[src/rtl/if_fetch_queue.sv]
// Instruction-fetch front end: keeps up to MAX_OUTSTANDING requests in flight on the
// sram-like bus and queues returned instructions in an IBUF_DEPTH-entry buffer ahead of ID.
module if_fetch_queue #(
  parameter logic [31:0] RESET_PC        = 32'h1c000000,
  parameter int unsigned MAX_OUTSTANDING = 2,
  parameter int unsigned IBUF_DEPTH      = 4
) (
  input  logic        clk,
  input  logic        rst,
  input  logic        redirect,
  input  logic [31:0] redirect_pc,
  input  logic        fetch_stall,
  output logic        req,
  output logic        wr,
  output logic [1:0]  size,
  output logic [31:0] addr,
  output logic [3:0]  wstrb,
  output logic [31:0] wdata,
  input  logic        addr_ok,
  input  logic        data_ok,
  input  logic [31:0] rdata,
  input  logic [5:0]  mmu_ecode_i,
  input  logic [8:0]  mmu_esubcode_i,
  output logic        out_valid,
  input  logic        out_ready,
  output logic [31:0] out_pc,
  output logic [31:0] out_inst,
  output logic        out_has_exc,
  output logic [5:0]  out_ecode,
  output logic [8:0]  out_esubcode
);

  localparam int unsigned CW  = $clog2(MAX_OUTSTANDING + 1);
  localparam int unsigned BW  = $clog2(IBUF_DEPTH + 1);
  localparam int unsigned MPW = (MAX_OUTSTANDING > 1) ? $clog2(MAX_OUTSTANDING) : 1;
  localparam int unsigned IPW = (IBUF_DEPTH > 1) ? $clog2(IBUF_DEPTH) : 1;

  logic [31:0]    r_fetch_pc;
  logic           r_halted;
  logic [CW-1:0]  r_inflight;
  logic [CW-1:0]  r_discard_cnt;
  logic [BW-1:0]  r_ibuf_cnt;
  logic [MPW-1:0] r_mwr_ptr, r_mrd_ptr;
  logic [IPW-1:0] r_iwr_ptr, r_ird_ptr;

  logic [31:0] r_meta_pc [MAX_OUTSTANDING];
  logic [31:0] r_ib_pc   [IBUF_DEPTH];
  logic [31:0] r_ib_inst [IBUF_DEPTH];
  logic        r_ib_exc  [IBUF_DEPTH];
  logic [5:0]  r_ib_ec   [IBUF_DEPTH];
  logic [8:0]  r_ib_esub [IBUF_DEPTH];

  logic           w_adef, w_exc_now, w_credit_ok, w_req, w_accept, w_exc_wr;
  logic           w_resp_drop, w_resp_take, w_push, w_pop, w_out_valid, w_ibuf_full;
  logic [5:0]     w_exc_ecode;
  logic [8:0]     w_exc_esub;
  logic [31:0]    w_push_pc, w_push_inst;
  logic [CW-1:0]  w_inflight_d, w_discard_d;
  logic [BW-1:0]  w_ibuf_cnt_d;
  logic [MPW-1:0] w_mwr_inc, w_mrd_inc;
  logic [IPW-1:0] w_iwr_inc, w_ird_inc;

  always_comb begin
    w_adef      = r_fetch_pc[1:0] != 2'b00;
    w_exc_now   = w_adef || (mmu_ecode_i != 6'h00);
    w_exc_ecode = w_adef ? 6'h08 : mmu_ecode_i;
    w_exc_esub  = w_adef ? 9'h000 : mmu_esubcode_i;
    w_ibuf_full = r_ibuf_cnt == BW'(IBUF_DEPTH);
    w_out_valid = r_ibuf_cnt != '0;
    // Credits are judged on registered counts only; same-cycle returns do not count.
    w_credit_ok = ((32'(r_inflight) + 32'(r_discard_cnt)) < MAX_OUTSTANDING) &&
                  ((32'(r_inflight) + 32'(r_ibuf_cnt)) < IBUF_DEPTH);
    w_req       = !rst && !redirect && !r_halted && !fetch_stall && w_credit_ok && !w_exc_now;
    w_accept    = w_req && addr_ok;
    w_exc_wr    = w_exc_now && !r_halted && !redirect && (r_inflight == '0) && !w_ibuf_full;
    w_resp_drop = data_ok && (r_discard_cnt != '0);
    w_resp_take = data_ok && (r_discard_cnt == '0) && (r_inflight != '0);
    w_push      = !redirect && (w_resp_take || w_exc_wr);
    w_pop       = !redirect && w_out_valid && out_ready;
    w_push_pc   = w_exc_wr ? r_fetch_pc : r_meta_pc[r_mrd_ptr];
    w_push_inst = w_exc_wr ? 32'h0 : rdata;

    w_mwr_inc = (r_mwr_ptr == MPW'(MAX_OUTSTANDING - 1)) ? '0 : r_mwr_ptr + MPW'(1);
    w_mrd_inc = (r_mrd_ptr == MPW'(MAX_OUTSTANDING - 1)) ? '0 : r_mrd_ptr + MPW'(1);
    w_iwr_inc = (r_iwr_ptr == IPW'(IBUF_DEPTH - 1)) ? '0 : r_iwr_ptr + IPW'(1);
    w_ird_inc = (r_ird_ptr == IPW'(IBUF_DEPTH - 1)) ? '0 : r_ird_ptr + IPW'(1);

    w_inflight_d = r_inflight;
    if (w_accept)    w_inflight_d = w_inflight_d + CW'(1);
    if (w_resp_take) w_inflight_d = w_inflight_d - CW'(1);

    // On redirect everything still owed becomes stale, minus a response landing this cycle.
    if (redirect) begin
      w_discard_d = r_discard_cnt + r_inflight;
      if (w_resp_take || w_resp_drop) w_discard_d = w_discard_d - CW'(1);
    end else begin
      w_discard_d = r_discard_cnt;
      if (w_resp_drop) w_discard_d = w_discard_d - CW'(1);
    end

    w_ibuf_cnt_d = r_ibuf_cnt;
    if (w_push) w_ibuf_cnt_d = w_ibuf_cnt_d + BW'(1);
    if (w_pop)  w_ibuf_cnt_d = w_ibuf_cnt_d - BW'(1);
  end

  always_ff @(posedge clk) begin
    if (rst) begin
      r_fetch_pc    <= RESET_PC;
      r_halted      <= 1'b0;
      r_inflight    <= '0;
      r_discard_cnt <= '0;
      r_ibuf_cnt    <= '0;
      r_mwr_ptr     <= '0;
      r_mrd_ptr     <= '0;
      r_iwr_ptr     <= '0;
      r_ird_ptr     <= '0;
    end else if (redirect) begin
      r_fetch_pc    <= redirect_pc;
      r_halted      <= 1'b0;
      r_inflight    <= '0;
      r_discard_cnt <= w_discard_d;
      r_ibuf_cnt    <= '0;
      r_mwr_ptr     <= '0;
      r_mrd_ptr     <= '0;
      r_iwr_ptr     <= '0;
      r_ird_ptr     <= '0;
    end else begin
      if (w_accept)    r_fetch_pc <= r_fetch_pc + 32'd4;
      if (w_accept)    r_mwr_ptr  <= w_mwr_inc;
      if (w_resp_take) r_mrd_ptr  <= w_mrd_inc;
      if (w_exc_wr)    r_halted   <= 1'b1;
      if (w_push)      r_iwr_ptr  <= w_iwr_inc;
      if (w_pop)       r_ird_ptr  <= w_ird_inc;
      r_inflight    <= w_inflight_d;
      r_discard_cnt <= w_discard_d;
      r_ibuf_cnt    <= w_ibuf_cnt_d;
    end
  end

  always_ff @(posedge clk) begin
    if (w_accept) r_meta_pc[r_mwr_ptr] <= r_fetch_pc;
    if (w_push) begin
      r_ib_pc[r_iwr_ptr]   <= w_push_pc;
      r_ib_inst[r_iwr_ptr] <= w_push_inst;
      r_ib_exc[r_iwr_ptr]  <= w_exc_wr;
      r_ib_ec[r_iwr_ptr]   <= w_exc_wr ? w_exc_ecode : 6'h00;
      r_ib_esub[r_iwr_ptr] <= w_exc_wr ? w_exc_esub : 9'h000;
    end
  end

  always_comb begin
    req          = w_req;
    wr           = 1'b0;
    size         = 2'b10;
    addr         = {r_fetch_pc[31:2], 2'b00};
    wstrb        = 4'h0;
    wdata        = 32'h0;
    out_valid    = w_out_valid;
    out_pc       = w_out_valid ? r_ib_pc[r_ird_ptr]   : 32'h0;
    out_inst     = w_out_valid ? r_ib_inst[r_ird_ptr] : 32'h0;
    out_has_exc  = w_out_valid ? r_ib_exc[r_ird_ptr]  : 1'b0;
    out_ecode    = w_out_valid ? r_ib_ec[r_ird_ptr]   : 6'h00;
    out_esubcode = w_out_valid ? r_ib_esub[r_ird_ptr] : 9'h000;
  end

endmodule

[config.mk]
export PLATFORM = sky130hd
export DESIGN_NAME = if_fetch_queue
export DESIGN_NICKNAME = d
export VERILOG_FILES = /design/src/rtl/if_fetch_queue.sv
export SDC_FILE = /design/constraint.sdc
export NUM_CORES = 1
export LEC_CHECK = 0
export ABC_AREA = 1
export CORE_MARGIN = 2
export CORE_UTILIZATION = 50
export DETAILED_ROUTE_END_ITERATION = 10
export PLACE_DENSITY = 0.76
export SLEW_MARGIN = 10
export SYNTH_ARGS = -nofsm -noshare
export SYNTH_HDL_FRONTEND = slang
export SYNTH_SLANG_ARGS = --single-unit
[constraint.sdc]
create_clock -name clk -period 5.5 [get_ports clk]
set_input_delay 0.55 -clock clk [delete_from_list [all_inputs] [get_ports clk]]
set_output_delay 0.55 -clock clk [all_outputs]
set_load 0.03 [all_outputs]
# [Word level (Yosys, flattened, before mapping)]
# Memory sizes are Yosys's and may differ from the RTL's. A register that Yosys moved wholly into a read port is not among the register bits.
# Index checks and enable logic that the tools add are counted.
[totals] reg_bits=46 ram_bits=384 input_bits=86 output_inout_bits=153 memories=6
[memory_table] name="r_ib_inst" words=4 width=32 rd=1 rd_ports_with_merged_regs=1 wr=1 line_no="48" text="logic [31:0] r_ib_inst [IBUF_DEPTH];"
[memory_table] name="r_ib_pc" words=4 width=32 rd=1 rd_ports_with_merged_regs=1 wr=1 line_no="47" text="logic [31:0] r_ib_pc [IBUF_DEPTH];"
[memory_table] name="r_meta_pc" words=2 width=32 rd=1 rd_ports_with_merged_regs=1 wr=1 line_no="46" text="logic [31:0] r_meta_pc [MAX_OUTSTANDING];"
[memory_table] name="r_ib_esub" words=4 width=9 rd=1 rd_ports_with_merged_regs=1 wr=1 line_no="51" text="logic [8:0] r_ib_esub [IBUF_DEPTH];"
[memory_table] name="r_ib_ec" words=4 width=6 rd=1 rd_ports_with_merged_regs=1 wr=1 line_no="50" text="logic [5:0] r_ib_ec [IBUF_DEPTH];"
[memory_table] name="r_ib_exc" words=4 width=1 rd=1 rd_ports_with_merged_regs=1 wr=1 line_no="49" text="logic r_ib_exc [IBUF_DEPTH];"
[classes] addsub=14 magnitude_cmp=2 eq_ne=3 mux=40 n_reduce_logical=36
[op_table] operator="$mux W32" n=6
[op_table] operator="$mux W2" n=17
[op_table] operator="$add A32 B3 Y32 const B" n=1
[op_table] operator="$mux W9" n=3
[op_table] operator="$mux W6" n=3
[op_table] operator="$logic_and A1 B1 Y1" n=17
[op_table] operator="$reduce_bool A2 Y1" n=5
[op_table] operator="$mux W1" n=9
[op_table] operator="$add A2 B1 Y2 const B" n=3
[op_table] operator="$logic_not A1 Y1" n=6
[op_table] operator="$mux W3" n=2
[op_table] operator="$reduce_bool A6 Y1" n=1
[op_table] operator="$sub A2 B1 Y2 const B" n=3
[op_table] operator="$add A2 B3 Y4" n=1
[op_table] operator="$eq A2 B2 Y1 const B" n=2
[op_table] operator="$logic_not A2 Y1" n=2
[op_table] operator="$lt A4 B3 Y1 const B" n=1
[op_table] operator="$add A2 B2 Y3" n=1
[op_table] operator="$add A3 B1 Y3 const B" n=1
[op_table] operator="$eq A3 B3 Y1 const B" n=1
[op_table] operator="$logic_or A1 B1 Y1" n=3
[op_table] operator="$lt A3 B2 Y1 const B" n=1
[op_table] operator="$reduce_bool A3 Y1" n=1
[op_table] operator="$sub A3 B1 Y3 const B" n=1
[op_table] operator="3 further kinds" n=4

# [Longest topological paths before layout]
# Gate-level depths: netlist of the first run.
[depth] depth_word=11 ltp_mapped=16 depth_no_buf=16

# [Least setup slack after synthesis of the first run]
# Ideal clock, no wire load.
[synth_path] path_kind="input -> register" from="input port redirect" to="memory r_ib_ec[0][0], enable pin" setup_ns=0.519 arrival_time_ns=4.607 t_required_ns=4.981 setup_slack_ns=0.375 stages=8 cell_sequence="buf_6 clkinv_4 nand3_1 a21oi_2 nand2_2 nand2_4 nand2_4 nor2_1"
[synth_via] elab_chain_cells=8
[synth_lines] item="start: declaration" line_no="10" text="input logic redirect,"
[synth_lines] item="$logic_not A1 Y1 *" line_no="75, 78"
[synth_lines] item="$logic_and A1 B1 Y1 (3 in a row)" line_no="75" text="w_exc_wr = w_exc_now && !r_halted && !redirect && (r_inflight == '0) && !w_ibuf_full;"
[synth_lines] item="$logic_or A1 B1 Y1" line_no="78" text="w_push = !redirect && (w_resp_take || w_exc_wr);"
[synth_lines] item="$logic_and A1 B1 Y1 *" line_no="78"
[synth_lines] item="$mux W1 *" line_no="142" text="if (w_push) begin"
[synth_lines] item="$mux W1 *" line_no="146" text="r_ib_ec[r_iwr_ptr] <= w_exc_wr ? w_exc_ecode : 6'h00;"
[synth_lines] item="end: declaration" line_no="50"
# Every way passes the cells marked *; elsewhere a longest branch is shown, timed or not.

==> out/results.txt, run 1 <==
kind of critical path = reg2out
Layout Nets = 2114
setup bufs post-CTS = 0
vias in the first global route = 13161
Final min period = 4.24 ns
worst min-delay path category = reg2reg
most frequent cell after synthesis = nor2_1
area share of the largest cell type after synthesis = 60.0%
total vias in the final route = 13539
Die Span X = 200 µm
Req. time, crit path = 4.95 ns
GRT Total Usage = 22.5%
post-DR vias/cell = 5.29
combinational power share = 8.2%
final hold vios = 0
GR Util met2 = 37.9%
Routed Antenna Nets = 0
final period utilization = 77.1%
Ports = 239
GRT Max-Usage Layer = met2
DPL Wire Length = 27800 µm
sequential power share = 51.5%
met1 global-route usage = 30.4%
CP Max Fanout = 88
1st-iter DRT viols = 1245
fill count = 3058
syn avg cell area = 10.2 µm²
switching power total = 0.00163 W
full die area = 40000 µm²
CP endpoint kind = output pin
gr ovfl total = 0
synth top area cells = edfxtp_1 60%, nor2_1 8.8%, o21ai_0 5.9%
DR WL/cell = 17.6 µm
area leader, netlist = edfxtp_1
gp weighted congestion = 0.887
RR Endpoint = r_meta_pc[0][22]$_DFFE_PP_
Cells on Worst Hold Path = 1
post-synth cell types = 40
max_slew headroom = 21.3%
grt met3 use = 3.19%
Worst setup SP type = register
worst slew pin tran = 1.18 ns
Gate Count Post-Synth = 1878
Lkg Pwr = 8.18 nW
flop-to-flop setup slack = 2.37 ns
Post-Layout Cell Count = 2558
fin util = 60.1%
PwrDens = 317 nW/µm²
CTS resizes = 0
first-pass GRT wire length = 69300 µm
Worst-Skew Late Latency = 0.54 ns
clock buffer count from CTS = 43
clock transition at the registers of the reported paths = 0.06 ns
drt drc = 0
# hold bufs at CTS = 0
EDFF count, synth = 384
H-tree Lvls = 2
mapped cell area = 19200 µm²
Area Overhead vs Synth = 18.0%
clock power share = 40.3%
Clock Path Buffers = 3
FF-to-FF Start = r_inflight[0]$_SDFF_PP0_
FF-to-FF path depth = 8
Final Max Tran Viols = 0
number of synthesized register bits = 433
FP Rows = 71
Setup TNS Final = 0 ns
Root Buffer = clkbuf_16
Post-Route Skew = 0.00960 ns
fraction of layout cells with a size suffix above 1 = 5.91%
Main synth FF type = edfxtp_1
max cap viols = 0
n_diodes = 0
Async SR Flop Fraction = 0%
Sw Ratio = 22.6%
RSZ-0062 raised after global routing = false
Pwr Total = 0.00720 W
Buffers on Ports = 197
WL final = 45100 µm
Initial Util = 50.9%
Syn. warnings = 0
Worst Setup EP = out_inst[18]
Max Freq = 236 MHz
Int Power = 0.00557 W
Core ar. = 37800 µm²
CTS tree = built
placed cell count = 2480
sequential-to-total area share from yosys stat = 65.1%
initial antenna violation count = 1
DRT Pass-1 Iters = 6
CTS sink cnt = 433
Peak VDD IR = 0.172 mV
chip height = 200 µm
# setup viols final = 0
synth cell count leaders = 452 x nor2_1, 384 x edfxtp_1, 227 x o21ai_0
pin count of the biggest net entering global routing = 89
outcome = finished, final reports clean
Data arrival, critical path = 3.69 ns
==> state kept, by name (all words and copies together), names as in the netlist, named ones only <==
name	cells
r_halted	1
r_meta_pc	64
r_ib_pc	128
r_ib_ec	24
r_iwr_ptr	2
r_ib_exc	4
r_ibuf_cnt	3
r_mrd_ptr	1
r_ird_ptr	2
r_inflight	2
r_fetch_pc	32
r_mwr_ptr	1
r_ib_esub	36
r_discard_cnt	2
r_ib_inst	128
==> cells in the final DEF, fill, tap and decap left out, drive strengths merged, types with 2 or more instances in the layout <==
master         Yosys  layout
a211oi             2       2
a21oi            113     113
buf              102      18
bufinv             0       3
clkbuf            61      62
clkdlybuf4s50      0     197
clkinv             2      13
clkinvlp           0       2
conb               2      41
dfxtp             49      49
edfxtp           384     384
ha                13      13
inv              136     136
nand2            234     234
nand3             32      32
nand4              9       9
nor2             460     460
nor3               6       6
o211a              2       2
o211ai            25      25
o21ai            228     228
xor2              12      12
==> through the flow <==
| stage | hold slack, ns | instance area, µm² | setup WS [ns] |
|---|---|---|---|
| after floorplan | 0.425 | 19400 | 0.375 |
| after global placement | 0.431 | 21300 | 1.81 |
| after detailed placement | 0.443 | 21300 | 1.64 |
| after CTS | 0.451 | 22700 | 1.24 |
| after global routing | 0.466 | 22700 | 1.04 |
| final | 0.447 | 22700 | 1.26 |
==> logic make-up (layout without fill, tap and decap cells) <==
kind of cell	count (synthesis)	count (layout)	share of synthesized area, %
xor gates and xnor gates	12	12	0.547
other	2	41	0.0391
buffers and inverters	301	431	7.61
adders and majority gates	14	14	0.950
AOI/OAI and AO/OA	373	373	10.2
DFF	433	433	65.1
and+or+nand+nor	743	743	15.6
==> critical path, cell delays in order, from the launching register on <==
cell             delay [ns]
dfxtp_4                0.88
buf_4                  0.87
nor2_1                 0.12
nor2_1                 0.12
o21ai_0                0.10
a21oi_1                0.28
clkdlybuf4s50_1        0.73
==> how the worst min path moves through the flow <==
stage               end              startpoint  slack, ns
2_1_floorplan  register  r_mrd_ptr$_SDFFE_PP0P_       0.43
3_3_place_gp   register  r_mrd_ptr$_SDFFE_PP0P_       0.43
3_5_place_dp   register  r_mrd_ptr$_SDFFE_PP0P_       0.44
4_1_cts        register  r_mrd_ptr$_SDFFE_PP0P_       0.45
5_1_grt        register  r_mrd_ptr$_SDFFE_PP0P_       0.47
6_report       register  r_mrd_ptr$_SDFFE_PP0P_       0.45
==> cell type report <==
type / count / area (µm²) / area share [%]
clock buffer: 62 / 1250 / 5.51
clock inverter: 16 / 154 / 0.679
inverter: 138 / 526 / 2.32
multi-input combinational: 1183 / 5430 / 23.9
sequential: 433 / 12500 / 55.2
tap: 511 / 639 / 2.82
timing repair buffer: 215 / 2160 / 9.51
==> per-layer routing <==
metal / up-vias / part of all wire [%]
met3: 73 / 6.5
met2: 512 / 48
li1: 6506 / -
met1: 6448 / 43
met5: - / 0
met4: 0 / 2.2
==> power groups by stage <==
stage / Clock, W / Sequential (W) / Combinational (W)
after floorplan: 0 / 0.00376 / 0.000393
after global placement: 0 / 0.00377 / 0.000573
after detailed placement: 0 / 0.00378 / 0.000587
after CTS: 0.00294 / 0.00371 / 0.000591
after global routing: 0.00306 / 0.00371 / 0.000644
final: 0.00290 / 0.00371 / 0.000588
(Power assumes the default switching activity.)
==> inputs of run 2 (changes only) <==
CORE_UTILIZATION = 56   (was 50)
PLACE_DENSITY = 0.8   (was 0.76)
clock period = 4.38 ns   (was 5.5 ns; I/O delays follow)
==> run 2 against run 1 <==
  * Flip-flop and latch count unchanged
  * Via count up 1.9%
  * Critical path depth is the same
  * Combinational power up 27%
  * First-iteration DRC count up 4.7%
  * Critical endpoint is now out_pc[11]
  * Non-clock buffer count is 6 higher
  * Critical path type unchanged
==> out/results.txt, run 2 (synthesis results as in run 1) <==
outcome = finished, final reports clean
PwrDens = 400 nW/µm²
post-DR vias/cell = 5.51
Buffers on Ports = 197
Met3 Wirelength = 3590 µm
RSZ-0062 raised after global routing = false
first-pass GRT wire length = 71100 µm
worst min-delay path category = reg2reg
chip height = 189 µm
final period utilization = 81.0%
Req. time, crit path = 3.94 ns
drt drc = 0
most common cell after layout, fill and taps aside = nor2_1
FP Rows = 67
# setup viols final = 0
met2 routed WL = 21900 µm
Post-Route Skew = 0.0191 ns
Root Buffer = clkbuf_16
clock transition at the registers of the reported paths = 0.06 ns
Clock Path Buffers = 3
Worst Setup EP = out_pc[11]
Layout Nets = 2119
full die area = 35800 µm²
Initial Util = 57.0%
vias in the first global route = 13308
CTS sink cnt = 433
1st-iter DRT viols = 1304
fill count = 2451
Core ar. = 33700 µm²
Routed Antenna Nets = 0
total vias in the final route = 13792
Data arrival, critical path = 3.11 ns
biggest registers after layout = r_ib_inst x128, r_ib_pc x128, r_meta_pc x64
n_diodes = 0
gp weighted congestion = 0.860
CP endpoint kind = output pin
max_slew headroom = 29.2%
CP Max Fanout = 44
H-tree Lvls = 2
max cap viols = 0
CTS resizes = 0
design area = 22700 µm²
Final Max Tran Viols = 0
RR Endpoint = r_meta_pc[1][26]$_DFFE_PP_
gr ovfl total = 0
flop-to-flop setup slack = 1.41 ns
M1 wire length = 19000 µm
worst hold margin = 0.465 ns
Area Overhead vs Synth = 18.1%
Peak VDD IR = 0.265 mV
kind of critical path = reg2out
Worst-Skew Late Latency = 0.54 ns
setup bufs post-CTS = 0
DRT Pass-1 Iters = 6
Final min period = 3.55 ns
FF-to-FF path depth = 8
worst slew pin tran = 1.06 ns
Pwr Total = 0.00909 W
WL final = 45600 µm
Die Span X = 189 µm
pin count of the biggest net entering global routing = 81
fraction of layout cells with a size suffix above 1 = 6.28%
Max Freq = 282 MHz
Top Layer Used = met4
clock buffer count from CTS = 42
initial antenna violation count = 0
# hold bufs at CTS = 0
most frequent cells in the layout = 446 x nor2_1, 384 x edfxtp_1, 227 x o21ai_0
Area after DPL = 21300 µm²
GRT Total Usage = 25.3%
FF-to-FF Start = r_inflight[0]$_SDFF_PP0_
DR WL/cell = 18.2 µm
Lkg Pwr = 8.23 nW
final hold vios = 0
fin util = 67.3%
DPL Wire Length = 27700 µm
Worst setup SP type = register
Ports = 239
CTS tree = built
-- run 2: cell types whose count changed in the layout (fill, tap and decap cells not counted), sizes merged --
cell | previous run | this run
clkinv | 13 | 17
bufinv | 3 | 7
buf | 18 | 24
inv | 136 | 139
clkbuf | 62 | 51
-- run 2: worst min-delay path by stage --
| stage | slack, ns | endpoint | cells after the start | start |
|---|---|---|---|---|
| after floorplan | 0.43 | register | 1 | r_mrd_ptr$_SDFFE_PP0P_ |
| after global placement | 0.44 | r_mrd_ptr$_SDFFE_PP0P_ | 1 | r_mrd_ptr$_SDFFE_PP0P_ |
| after detailed placement | 0.45 | register | 1 | r_mrd_ptr$_SDFFE_PP0P_ |
| after CTS | 0.46 | register | 1 | r_mrd_ptr$_SDFFE_PP0P_ |
| after global routing | 0.49 | r_mrd_ptr$_SDFFE_PP0P_ | 1 | r_mrd_ptr$_SDFFE_PP0P_ |
| final | 0.47 | register | 1 | r_mrd_ptr$_SDFFE_PP0P_ |
-- run 2: where the power goes --
group / internal [W] / switching [W] / leakage [nW]
Clock: 0.00219 / 0.00150 / 0.691
Combinational: 0.000254 / 0.000492 / 3.62
Sequential: 0.00459 / 0.0000646 / 3.92
Total: 0.00704 / 0.00205 / 8.23
-- run 2: metrics by stage --
step / setup slack, ns / instances / setup TNS [ns]
6_report: 0.830 / 2501 / 0
5_1_grt: 0.646 / 2501 / 0
4_1_cts: 0.792 / 2501 / 0
3_5_place_dp: 0.859 / 2423 / 0
3_3_place_gp: 0.927 / 2423 / 0
2_1_floorplan: -0.633 / 1917 / -202.64
-- run 2: cell type report --
class                   instances  area (µm²)  share of cell area [%]
flip-flops and latches        433       12500                    55.2
multi-input cells            1183        5430                    23.9
repair buffers                221        2250                    9.92
clock buffers                  51        1080                    4.78
well taps                     448         561                    2.47
inverters                     138         526                    2.32
clock inverters                27         327                    1.44
-- run 2: worst max-delay path, stage by stage, from the launching register on --
cell and delay (ns):
dfxtp_4 0.62, buf_4 0.53, nor2_1 0.11, nor2_1 0.11, o21ai_0 0.11, a21oi_1 0.33
clkdlybuf4s50_1 0.74
-- run 2: routing by layer --
layer / vias to the layer above / GRT usage (%)
li1: 6504 / -
met1: 6559 / 35.8
met2: 644 / 41.1
met3: 85 / 3.26
met4: 0 / 7.93
met5: - / 0
==> inputs of run 3 (changes only) <==
CORE_UTILIZATION = 50   (was 56)
PLACE_DENSITY = 0.76   (was 0.8)
clock period = 3 ns   (was 4.38 ns; I/O delays follow)
==> run 3 against run 2 <==
  * Global-route usage is 2.2 points lower
  * Setup slack worse by 0.70 ns
  * Sequential power increased by 46%
  * Non-clock buffer count is 8 higher
  * Via count decreased by 0.63%
  * Critical path depth increased by 1
  * Flip-flop and latch count stayed put
  * Register-to-register slack worse by 1.1 ns
  * Clock power up 42%
  * Core utilization decreased by 6.4 points
  * Worst hold slack lost 0.057 ns
==> out/results.txt, run 3 (synthesis results as in run 1) <==
Data arrival, critical path = 2.57 ns
Peak VDD IR = 0.392 mV
Area Overhead vs Synth = 19.7%
FF-to-FF path depth = 12
most common cell after layout, fill and taps aside = nor2_1
design area = 23000 µm²
Post-Route Skew = 0.0128 ns
Initial Util = 50.9%
Worst-Skew Late Latency = 0.54 ns
drt drc = 0
biggest registers after layout = r_ib_inst x128, r_ib_pc x128, r_meta_pc x64
setup bufs post-CTS = 0
FP Rows = 71
Req. time, crit path = 2.70 ns
vias in the first global route = 13311
# setup viols final = 0
# hold bufs at CTS = 0
worst slew pin tran = 1.07 ns
gr ovfl total = 0
Core ar. = 37800 µm²
gp weighted congestion = 0.898
Top Family by Delay on Critical Path = buffers and inverters
Critical-path top delay cell = a21oi_1
first-pass GRT wire length = 71200 µm
WL final = 46300 µm
clock transition at the registers of the reported paths = 0.07 ns
DR WL/cell = 18.0 µm
Root Buffer = clkbuf_16
Worst setup SP type = register
Layout Nets = 2128
H-tree Lvls = 2
Final Max Tran Viols = 0
1st-iter DRT viols = 1155
n_diodes = 0
CP endpoint kind = output pin
chip height = 200 µm
CP Max Fanout = 36
Final min period = 2.87 ns
Routed Antenna Nets = 0
pre-CTS setup slack = 0.261 ns
CTS resizes = 0
clock buffer count from CTS = 43
post-DR vias/cell = 5.33
Cell Chain, Critical Path = inv_2, ha_1, nand2_1, inv_2, buf_12, a21oi_1, buf_12
Clock Path Buffers = 3
pin count of the biggest net entering global routing = 89
Die Span X = 200 µm
Max Freq = 348 MHz
CTS tree = built
Buffers on Ports = 197
Largest stage delay, worst path = 0.39 ns
sum of buffers and inverters on the critical path = 4
fill count = 2929
full die area = 40000 µm²
max cap viols = 0
CTS sink cnt = 433
final hold vios = 0
initial antenna violation count = 0
GRT Total Usage = 23.1%
DPL Wire Length = 29700 µm
total vias in the final route = 13705
final period utilization = 95.8%
Area after DPL = 21600 µm²
max_slew headroom = 28.7%
kind of critical path = reg2out
Cells on Worst Hold Path = 3
PwrDens = 572 nW/µm²
setup ws final = 0.126 ns
most frequent cells in the layout = 446 x nor2_1, 384 x edfxtp_1, 227 x o21ai_0
DRT Pass-1 Iters = 5
outcome = finished, final reports clean
worst min-delay path category = in2reg
Ports = 239
Lkg Pwr = 8.51 nW
RSZ-0062 raised after global routing = false
WP depth = 7
fraction of layout cells with a size suffix above 1 = 10.7%
-- run 3: cell types whose count changed in the layout (fill, tap and decap cells not counted), sizes merged --
cell	before	now
clkinvlp	2	3
buf	24	113
clkbuf	51	55
clkdlybuf4s50	197	116
inv	139	140
bufinv	7	2
-- run 3: worst min-delay path, cell delays in order --
cell	delay, ns
clkdlybuf4s50_1	0.42
nor2_1	0.13
nor2_1	0.06
-- run 3: layer usage --
metal	wire length, µm	share of wire (%)	vias up	GRT usage (%)
li1	-	-	6517	-
met1	19400	42	6490	32.2
met2	21800	47	616	37.0
met3	3750	8.1	82	3.56
met4	1340	2.9	0	8.45
met5	0	0	-	0
-- run 3: stage by stage --
stage	cells	TNS, ns	hold WS, ns	utilization, %	total power (W)
final	2573	0	0.409	61.0	0.0132
after global routing	2573	0	0.425	61.0	0.0136
after CTS	2573	0	0.392	60.9	0.0132
after detailed placement	2494	0	0.447	57.3	0.00805
after global placement	2494	0	0.437	57.3	0.00803
after floorplan	1917	-185.24	0.425	-	0.00761
-- run 3: layout make-up --
type                    count  area (µm²)  area share [%]
multi-input cells        1183        5440            23.6
repair buffers            229        2510            10.9
flip-flops and latches    433       12500            54.4
inverters                 138         526            2.28
clock buffers              55        1190            5.19
well taps                 511         639            2.78
clock inverters            24         191           0.832
-- run 3: path summary, 6_finish.rpt --
kind / start / end / slack, ns
min reg2reg: r_mrd_ptr$_SDFFE_PP0P_ / r_mrd_ptr$_SDFFE_PP0P_ / 0.46
max reg2reg: r_inflight[0]$_SDFF_PP0_ / r_fetch_pc[15]$_SDFFE_PP0P_ / 0.30
max: r_ibuf_cnt[0]$_SDFF_PP0_ / out_pc[11] / 0.13
min: redirect_pc[0] / r_fetch_pc[0]$_SDFFE_PP0P_ / 0.41
-- run 3: power breakdown --
group | internal [W] | switching [W] | total, W
clock network | 0.00301 | 0.00221 | 0.00523
logic | 0.000404 | 0.000743 | 0.00115
registers | 0.00670 | 0.0000851 | 0.00679
total | 0.0101 | 0.00304 | 0.0132
